File: config.mk
export PLATFORM = sky130hd
export DESIGN_NAME = cordic_rotator
export DESIGN_NICKNAME = d
export VERILOG_FILES = /design/src/rtl/cordic_rotator.sv
export SDC_FILE = /design/constraint.sdc
export NUM_CORES = 1
export LEC_CHECK = 0
export ABC_CLOCK_PERIOD_IN_PS = 4600
export CORE_UTILIZATION = 53
export DETAILED_ROUTE_END_ITERATION = 7
export GPL_TIMING_DRIVEN = 0
export PLACE_DENSITY_LB_ADDON = 0.12
export SLEW_MARGIN = 5
export SYNTH_ARGS = -nofsm -noshare
export SYNTH_HDL_FRONTEND = slang
export SYNTH_SLANG_ARGS = --single-unit
File: constraint.sdc
create_clock -name clk -period 4.6 [get_ports clk]
set_input_delay 0.92 -clock clk [delete_from_list [all_inputs] [get_ports clk]]
set_output_delay 0.92 -clock clk [all_outputs]
set_load 0.01 [all_outputs]
File: src/rtl/cordic_rotator.sv
// Rotation-mode CORDIC sequencer producing cos/sin of an FP32 angle by
// time-sharing one external FP32 add/sub unit over x, y and z update cycles.
module cordic_rotator #(
  parameter int ITER = 16
) (
  input  logic        clk,
  input  logic        rst_n,
  input  logic        start,
  input  logic [31:0] angle,
  output logic        busy,
  output logic        done,
  output logic [31:0] cos_out,
  output logic [31:0] sin_out,
  output logic [31:0] fpu_a,
  output logic [31:0] fpu_b,
  output logic        fpu_op,
  input  logic [31:0] fpu_result
);

  typedef enum logic [2:0] {S_IDLE, S_XU, S_YU, S_ZU, S_FIN} state_t;

  localparam logic [31:0] K_INIT = 32'h3F1B74EE;
  localparam logic [4:0]  LAST   = 5'(ITER - 1);

  state_t      state_q, state_d;
  logic [31:0] x_q, x_d, y_q, y_d, z_q, z_d, xn_q, xn_d;
  logic [31:0] cos_q, cos_d, sin_q, sin_d;
  logic [4:0]  i_q, i_d;
  logic        d_q, d_d, done_q, done_d;
  logic [31:0] op_a, op_b, res;
  logic        op_sub;

  function automatic logic [31:0] atan_rom(input logic [4:0] idx);
    case (idx)
      5'd0:    return 32'h3F490FDB;
      5'd1:    return 32'h3EED6338;
      5'd2:    return 32'h3E7ADBB0;
      5'd3:    return 32'h3DFEADD5;
      5'd4:    return 32'h3D7FAADE;
      5'd5:    return 32'h3CFFEAAE;
      5'd6:    return 32'h3C7FFAAB;
      5'd7:    return 32'h3BFFFEAB;
      5'd8:    return 32'h3B7FFFAB;
      5'd9:    return 32'h3AFFFFEB;
      5'd10:   return 32'h3A7FFFFB;
      5'd11:   return 32'h39FFFFFF;
      5'd12:   return 32'h39800000;
      5'd13:   return 32'h39000000;
      5'd14:   return 32'h38800000;
      5'd15:   return 32'h38000000;
      5'd16:   return 32'h37800000;
      5'd17:   return 32'h37000000;
      5'd18:   return 32'h36800000;
      5'd19:   return 32'h36000000;
      5'd20:   return 32'h35800000;
      5'd21:   return 32'h35000000;
      5'd22:   return 32'h34800000;
      5'd23:   return 32'h34000000;
      default: return 32'h00000000;
    endcase
  endfunction

  // Multiply by 2^-sh through the exponent; anything that would underflow is flushed to +0.
  function automatic logic [31:0] scale(input logic [31:0] v, input logic [4:0] sh);
    logic [7:0] e;
    e = v[30:23];
    if (e <= {3'b000, sh}) return 32'h00000000;
    return {v[31], e - {3'b000, sh}, v[22:0]};
  endfunction

  always_comb begin
    op_a   = 32'h0;
    op_b   = 32'h0;
    op_sub = 1'b0;
    case (state_q)
      S_XU: begin
        op_a   = x_q;
        op_b   = scale(y_q, i_q);
        op_sub = ~z_q[31];
      end
      S_YU: begin
        op_a   = y_q;
        op_b   = scale(x_q, i_q);
        op_sub = ~d_q;
      end
      S_ZU: begin
        op_a   = z_q;
        op_b   = atan_rom(i_q);
        op_sub = d_q;
      end
      default: ;
    endcase
  end

  // The adder always assumes a hidden 1, so zero operands never reach its result.
  always_comb begin
    res = fpu_result;
    if (op_b[30:23] == 8'd0)      res = op_a;
    else if (op_a[30:23] == 8'd0) res = op_sub ? {~op_b[31], op_b[30:0]} : op_b;
    if (res[30:23] == 8'd0)       res = 32'h00000000;
  end

  always_comb begin
    state_d = state_q;
    x_d     = x_q;
    y_d     = y_q;
    z_d     = z_q;
    xn_d    = xn_q;
    i_d     = i_q;
    d_d     = d_q;
    cos_d   = cos_q;
    sin_d   = sin_q;
    done_d  = 1'b0;
    case (state_q)
      S_IDLE: if (start) begin
        x_d     = K_INIT;
        y_d     = 32'h0;
        z_d     = angle;
        i_d     = 5'd0;
        state_d = S_XU;
      end
      S_XU: begin
        d_d     = ~z_q[31];
        xn_d    = res;
        state_d = S_YU;
      end
      S_YU: begin
        y_d     = res;
        state_d = S_ZU;
      end
      S_ZU: begin
        z_d = res;
        x_d = xn_q;
        if (i_q == LAST) begin
          state_d = S_FIN;
        end else begin
          i_d     = i_q + 5'd1;
          state_d = S_XU;
        end
      end
      S_FIN: begin
        cos_d   = x_q;
        sin_d   = y_q;
        done_d  = 1'b1;
        state_d = S_IDLE;
      end
      default: state_d = S_IDLE;
    endcase
  end

  always_ff @(posedge clk or negedge rst_n) begin
    if (!rst_n) begin
      state_q <= S_IDLE;
      x_q     <= 32'h0;
      y_q     <= 32'h0;
      z_q     <= 32'h0;
      xn_q    <= 32'h0;
      i_q     <= 5'd0;
      d_q     <= 1'b0;
      cos_q   <= 32'h0;
      sin_q   <= 32'h0;
      done_q  <= 1'b0;
    end else begin
      state_q <= state_d;
      x_q     <= x_d;
      y_q     <= y_d;
      z_q     <= z_d;
      xn_q    <= xn_d;
      i_q     <= i_d;
      d_q     <= d_d;
      cos_q   <= cos_d;
      sin_q   <= sin_d;
      done_q  <= done_d;
    end
  end

  assign busy    = (state_q != S_IDLE);
  assign done    = done_q;
  assign cos_out = cos_q;
  assign sin_out = sin_q;
  assign fpu_a   = op_a;
  assign fpu_b   = op_b;
  assign fpu_op  = op_sub;

endmodule

==> Word-level counts from Yosys, hierarchy flattened <==
Memory sizes are Yosys's and may differ from the RTL's.
Index checks and enable logic that the tools add are counted.
{ "totals": {"ff_bits": 202, "mem_bits_ro": 960, "inputBits": 67, "output_inout_bits": 131, "elab_cells": 64, "n_memories": 1} }
{ "mem_list": {"columns": ["name", "depth", "word_bits", "rd", "rd_ports_with_merged_regs", "wr", "line", "source"], "rows": [
  ["(name not given)", 32, 30, 1, 0, 0, "34", "case (idx)"]
]} }
{ "classes": {"addsub": 3, "n_lt_le_gt_ge": 2, "n_eq_ne": 7, "muxes": 28, "bitwise": 3, "reduce_logical": 10} }
{ "op_table": {"columns": ["operator", "count"], "rows": [
  ["32-bit 2-to-1 mux", 11],
  ["32-bit one-hot mux with 2 select lines", 3],
  ["32-bit one-hot mux with 3 select lines", 2],
  ["8-bit zero test", 3],
  ["8-bit by 5-bit less-or-equal comparator with 1-bit output", 2],
  ["8-bit by 5-bit subtractor with 8-bit output", 2],
  ["3-bit one-hot mux with 4 select lines", 1],
  ["5-bit 2-to-1 mux", 2],
  ["5-bit one-hot mux with 2 select lines", 1],
  ["3-bit by 2-bit == test with 1-bit output, second input constant", 2],
  ["3-bit 2-to-1 mux", 2],
  ["5-bit by 1-bit adder with 5-bit output, second input constant", 1],
  ["5-bit by 4-bit == test with 1-bit output, second input constant", 1],
  ["1-bit 2-to-1 mux", 5],
  ["2-bit != test, second input constant", 2],
  ["2-bit AND reduction", 2],
  ["2-bit nonzero test", 2],
  ["3-bit by 1-bit == test with 1-bit output, second input constant", 1],
  ["3-bit == test, second input constant", 1],
  ["3-bit zero test", 1],
  ["1-bit inverter", 3],
  ["1-bit one-hot mux with 3 select lines", 1],
  ["3-bit AND reduction", 1],
  ["3-bit nonzero test", 1]
]} }

==> Longest topological paths before layout <==
{ "depth": {"word_depth": 12, "depth_mapped": 16, "ltp_nobuf": 12} }

==> Worst setup path after synthesis <==
Ideal clock, no wire load.
{ "synth_timing": {"path_type": "register to register", "start": "register i_q[1]", "end": "register xn_q[22]", "setup_ns": 0.121, "arrival_time_ns": 4.087, "t_required_ns": 4.479, "setup_slack_ns": 0.392, "stages_incl_launch_ff": 15, "path_buffers": 4, "period_less_slack_ns": 4.208, "path_cell_list": "dfrtp_1 clkbuf_1 inv_1 fa_1 a211o_1 a211o_1 and3_1 buf_6 a221o_1 or4_1 or3_1 buf_6 o211a_1 buf_2 a22o_1"} }
{ "synth_via": {"elab_chain_len": 10, "word_cells_on_any_way": 18, "cone_classes": "add/sub: 2; order compare: 2; mux: 11; reduce/logical: 2; memory: 1"} }
{ "synth_lines": {"columns": ["item", "line", "source"], "rows": [
  ["start, declared", "28", "logic [4:0] i_q, i_d;"],
  ["start signal, assigned", "169", "i_q <= i_d;"],
  ["8-bit by 5-bit less-or-equal comparator with 1-bit output", "67", "if (e <= {3'b000, sh}) return 32'h00000000;"],
  ["1-bit 2-to-1 mux", "67", null],
  ["1-bit 2-to-1 mux", "75", "case (state_q)"],
  ["32-bit 2-to-1 mux", "68", "return {v[31], e - {3'b000, sh}, v[22:0]};"],
  ["32-bit one-hot mux with 3 select lines *", "75", null],
  ["via fpu_b[24]", "15", "output logic [31:0] fpu_b,"],
  ["32-bit 2-to-1 mux (2 in series)", "99", "else if (op_a[30:23] == 8'd0) res = op_sub ? {~op_b[31], op_b[30:0]} : op_b;"],
  ["32-bit 2-to-1 mux *", "98", "if (op_b[30:23] == 8'd0) res = op_a;"],
  ["8-bit zero test", "100", "if (res[30:23] == 8'd0) res = 32'h00000000;"],
  ["32-bit 2-to-1 mux *", "100", null],
  ["end signal, assigned", "168", "xn_q <= xn_d;"],
  ["end, declared", "26", "logic [31:0] x_q, x_d, y_q, y_d, z_q, z_d, xn_q, xn_d;"]
]} }
The timed path passes the listed nets; every way through them passes the cells marked *. The select of a mux whose other input is x is not followed.
A chain may end at the register's enable or synchronous reset.

==> Worst setup path after layout <==
{ "layout_timing": {"start": "register x_q[23]", "end": "register xn_q[28]"} }
{ "layout_via": {"elab_chain_len": 10, "word_cells_on_any_way": 14, "cone_classes": "add/sub: 1; order compare: 1; mux: 9; reduce/logical: 3"} }
{ "layout_lines": {"columns": ["item", "line", "source"], "rows": [
  ["start, declared", "26", null],
  ["start signal, assigned", "154", "x_q <= 32'h0;"],
  ["start signal, assigned", "165", "x_q <= x_d;"],
  ["8-bit by 5-bit less-or-equal comparator with 1-bit output", "67", null],
  ["1-bit 2-to-1 mux", "67", null],
  ["1-bit 2-to-1 mux", "75", null],
  ["32-bit 2-to-1 mux", "68", null],
  ["32-bit one-hot mux with 3 select lines", "75", null],
  ["32-bit 2-to-1 mux (2 in series)", "99", null],
  ["32-bit 2-to-1 mux *", "98", null],
  ["8-bit zero test", "100", null],
  ["32-bit 2-to-1 mux *", "100", null]
]} }
Mark *: on every way between the ends. The rest lies on a longest branch, timed or not. The select of a mux whose other input is x is not followed.

==> run summary <==
The worst slack at placement is -0.646 ns. The worst-case IR drop observed on VDD is 0.000385 V. The later pin in the worst-skew pair is clocked with a latency of 0.51 ns.

The clock net in this run drives a total of slightly above 200 sinks. The required time of the worst setup path came out at 4.96 ns. The synthesized instance count is 984.

Cells fill 70.4% of the core in the end. The slowest stage of the critical path is the sky130_fd_sc_hd__or4_1 cell. Synthesis produced a netlist with a net count of 1072. The number of buffers added on ports came out at 197. The floorplan die height came out at about 150 um. For this block, the initial DRC count from the detailed router was 844. The largest area contributor in the netlist is sky130_fd_sc_hd__dfrtp_1. Power spread over the standard cell area amounts to 804 nW/um^2. The cell family contributing the most delay on the critical path is compound AO/OA/AOI/OAI gates. The pin count of the biggest net entering global routing is 116. The async set-reset flop share out of synthesis is 100%. The routed design has 35700 um of wire.

The peak clock frequency supported by timing is around 220 MHz. Summed over all failing endpoints, the final setup total negative slack is 0 ns. STA classifies the critical path endpoint as a flip-flop. The count of max-cap constraint violations is 0. The share of final-layout standard cells stronger than drive strength 1 came out at 20.3%. The buffers plus inverters on the worst setup path came out at 6. The highest fanout seen on the critical path is 10.

In the layout the commonest cells are sky130_fd_sc_hd__dfrtp_1 (198), sky130_fd_sc_hd__clkdlybuf4s50_1 (176), sky130_fd_sc_hd__mux2_2 (122), sky130_fd_sc_hd__a22o_1 (62), sky130_fd_sc_hd__a22oi_1 (61). The final weighted congestion in routability-driven placement is 0.923. In this run the remaining antenna-violating nets after routing total 0. Walking the worst path, the cells encountered are inv_1, ha_1, inv_1, fa_1, a211o_1, a211o_1, and3_1, buf_6, a221o_1, or4_1, or3_1, buf_6, buf_6, buf_6, mux2i_2, o21ai_0. The critical path startpoint category is a flip-flop. The Yosys step of the flow raised 0 warnings. The number of distinct library cells after synthesis came out at 57. The clock tree from TritonCTS is yes. The total of fill cells in the finished design is 1510. The clock-pin slew reported for the worst setup and hold paths after clock tree synthesis came out at 0.06 ns. The cell that appears most often on the critical path is sky130_fd_sc_hd__buf_6.

0 antenna diodes ended up in the layout. Setup violations remaining at the end of the flow were counted as 0. The post-route minimum period is about 4.5 ns. The number of vias in the routed layout is 9457.

The deepest level of the CTS H-tree came out at 1. After detailed routing, the average wire length per cell comes to around 24 um. By area the synthesized netlist is led by sky130_fd_sc_hd__dfrtp_1 (46%), sky130_fd_sc_hd__mux2_2 (13%), sky130_fd_sc_hd__mux2i_1 (6.0%).

Total power for the finished layout comes to 11.4 mW. The total I/O pin count came out at 198. The count of endpoints failing hold in the final timing report is 0. The average size of a mapped cell came out at around 11 sq um. The max-slew violation total from the final report came to 0.

The leakage power total came out at around 6.7 nW. The detailed-placement wirelength estimate is 25200 um. The run finished with clean final reports.

The worst setup path is of the reg2reg kind. The cell sitting at the root of the clock tree is a sky130_fd_sc_hd__clkbuf_16. The area share of the largest cell type after synthesis came out at 46.2%. The floorplan step defined a die boundary enclosing 21200 sq um. The portion of the post-synthesis area used by sequential elements came out at 46.2%. Once the floorplan was initialized, standard cells occupied approximately 54% of the core. The synthesized design contains 202 register bits. The least setup slack across all paths after layout came out at between 0.08 and 0.09 ns. The fraction of the cycle the final worst path needs is 98.2%. The worst-case clock skew came out at 0.0182 ns. The total global-route track usage is 33.9%. The initial antenna violation count was 0. Counting flops with a built-in enable in the synthesized netlist gives 0. The biggest cell delay along the critical path came out at 0.55 ns. The dominant register cell in the synthesized netlist is sky130_fd_sc_hd__dfrtp_1. The die is ~150 um wide. The buffer levels on the longest clock path came out at 3. The DRC violation count after routing is 0. The worst slew margin relative to its limit is 28.5%.

The number of global-route vias before repair came out at ~9300. The initialized floorplan defines 52 standard-cell rows. The first global-routing pass estimated 55000 um of wire.

The average vias per placed instance is between 6 and 7. The aggregate global routing overflow came out at 0. Setup repair after global routing could not meet its margin everywhere. The growth of design area from synthesis to finish is 30.2%. The detailed-routing iteration count for the pre-antenna-repair pass is 6. Leaving out fill and tap cells, the most frequent cell in the layout is sky130_fd_sc_hd__dfrtp_1. In this run the cell area of the synthesized design comes to 10900 sq um.

For the pin with the worst max-slew slack, the measured transition is 1.07 ns. The number of clock buffers added by TritonCTS is 23. The worst hold path belongs to the class in2async. The floorplan step defined a core boundary enclosing 20200 sq um. The final layout contains 1292 nets. The critical path data arrival time is 4.88 ns.
==> through the flow <==
step	hold slack, ns	cell area, sq um	std cells
2_1_floorplan	0.444	10900	984
3_3_place_gp	0.461	13200	1451
3_5_place_dp	0.473	13300	1452
4_1_cts	0.443	14100	1489
5_1_grt	0.477	14200	1489
6_report	0.406	14200	1489
==> final timing paths <==
kind / start / cells past startpoint / slack, ns / end
worst max-delay path: x_q[23]$_DFFE_PN0P_ / 16 / 0.08 / xn_q[28]$_DFFE_PN0P_
worst min-delay path: rst_n / 1 / 0.41 / sin_out[27]$_DFFE_PN0P_
worst max register to register: x_q[23]$_DFFE_PN0P_ / 16 / 0.08 / xn_q[28]$_DFFE_PN0P_
worst min register to register: xn_q[23]$_DFFE_PN0P_ / 2 / 0.49 / x_q[23]$_DFFE_PN0P_
max in group asynchronous: rst_n / 2 / 3.20 / z_q[13]$_DFFE_PN0P_
min in group clk: xn_q[23]$_DFFE_PN0P_ / 2 / 0.49 / x_q[23]$_DFFE_PN0P_
==> state kept, by name, indices dropped and copies added, names as in the netlist <==
| name | count |
|---|---|
| cos_out | 32 |
| i_q | 5 |
| xn_q | 32 |
| z_q | 32 |
| x_q | 32 |
| y_q | 32 |
| state_q | 3 |
| done | 1 |
| sin_out | 32 |
| d_q | 1 |
==> synth_stat cells, drive strengths merged, types with 4 or more instances <==
cell      n
or3       6
xnor2     6
nor4      6
nand2    38
nor2     29
mux2    122
xor2      5
or4       4
mux2i    65
a22oi    61
inv      36
nand3     4
o21ai    65
a221o    23
a22o     62
buf      23
nand4     4
clkbuf   62
ha       19
a211oi   15
dfrtp   202
or2      27
a21oi    27
nor3b     4
o22a     20
==> logic make-up (layout without fill, tap and decap cells) <==
group,Yosys count,after routing,share of synthesized area (%)
XOR/XNOR,11,11,0.881
flip-flops,202,202,46.2
AND/OR/NAND/NOR,140,140,6.60
adder cells (fa/ha/maj),21,21,2.54
buffers and inverters,121,356,4.81
multiplexers,187,187,18.5
AO/OA/AOI/OAI,302,302,20.4
==> power by group <==
part	internal, mW	leakage, nW	total, mW	switching (mW)
registers	2.37	2.59	2.92	0.553
logic	2.97	3.74	6.61	3.65
clock network	1.15	0.384	1.90	0.750
==> area by class of cell <==
| type | instances | area, sq um | area share (%) |
|---|---|---|---|
| Multi-Input combinational cell | 661 | 5450 | 38.3 |
| Sequential cell | 202 | 5060 | 35.5 |
| Clock inverter | 10 | 139 | 0.976 |
| Timing Repair Buffer | 202 | 2050 | 14.4 |
| Clock buffer | 30 | 642 | 4.51 |
| Inverter | 36 | 143 | 1.00 |
| Buffer | 78 | 413 | 2.90 |
| Tap cell | 270 | 338 | 2.37 |
==> per-layer routing <==
layer	share of wire, %	track usage [%]	up-vias
met5	0	0	-
met4	3.0	11.7	0
met3	9.9	6.77	86
met2	45	51.6	540
met1	42	48.4	4679
li1	-	-	4152
==> repair_timing <==
| action | CTS | global route |
|---|---|---|
| resized for setup | 35 | 52 |
| pin swaps | 1 | 1 |
| endpoints found under the setup margin | 146 | 113 |
| buffers inserted | 4 | 0 |
| hold buffers | 0 | 0 |
No activity file was read; power rests on OpenSTA's default activity.
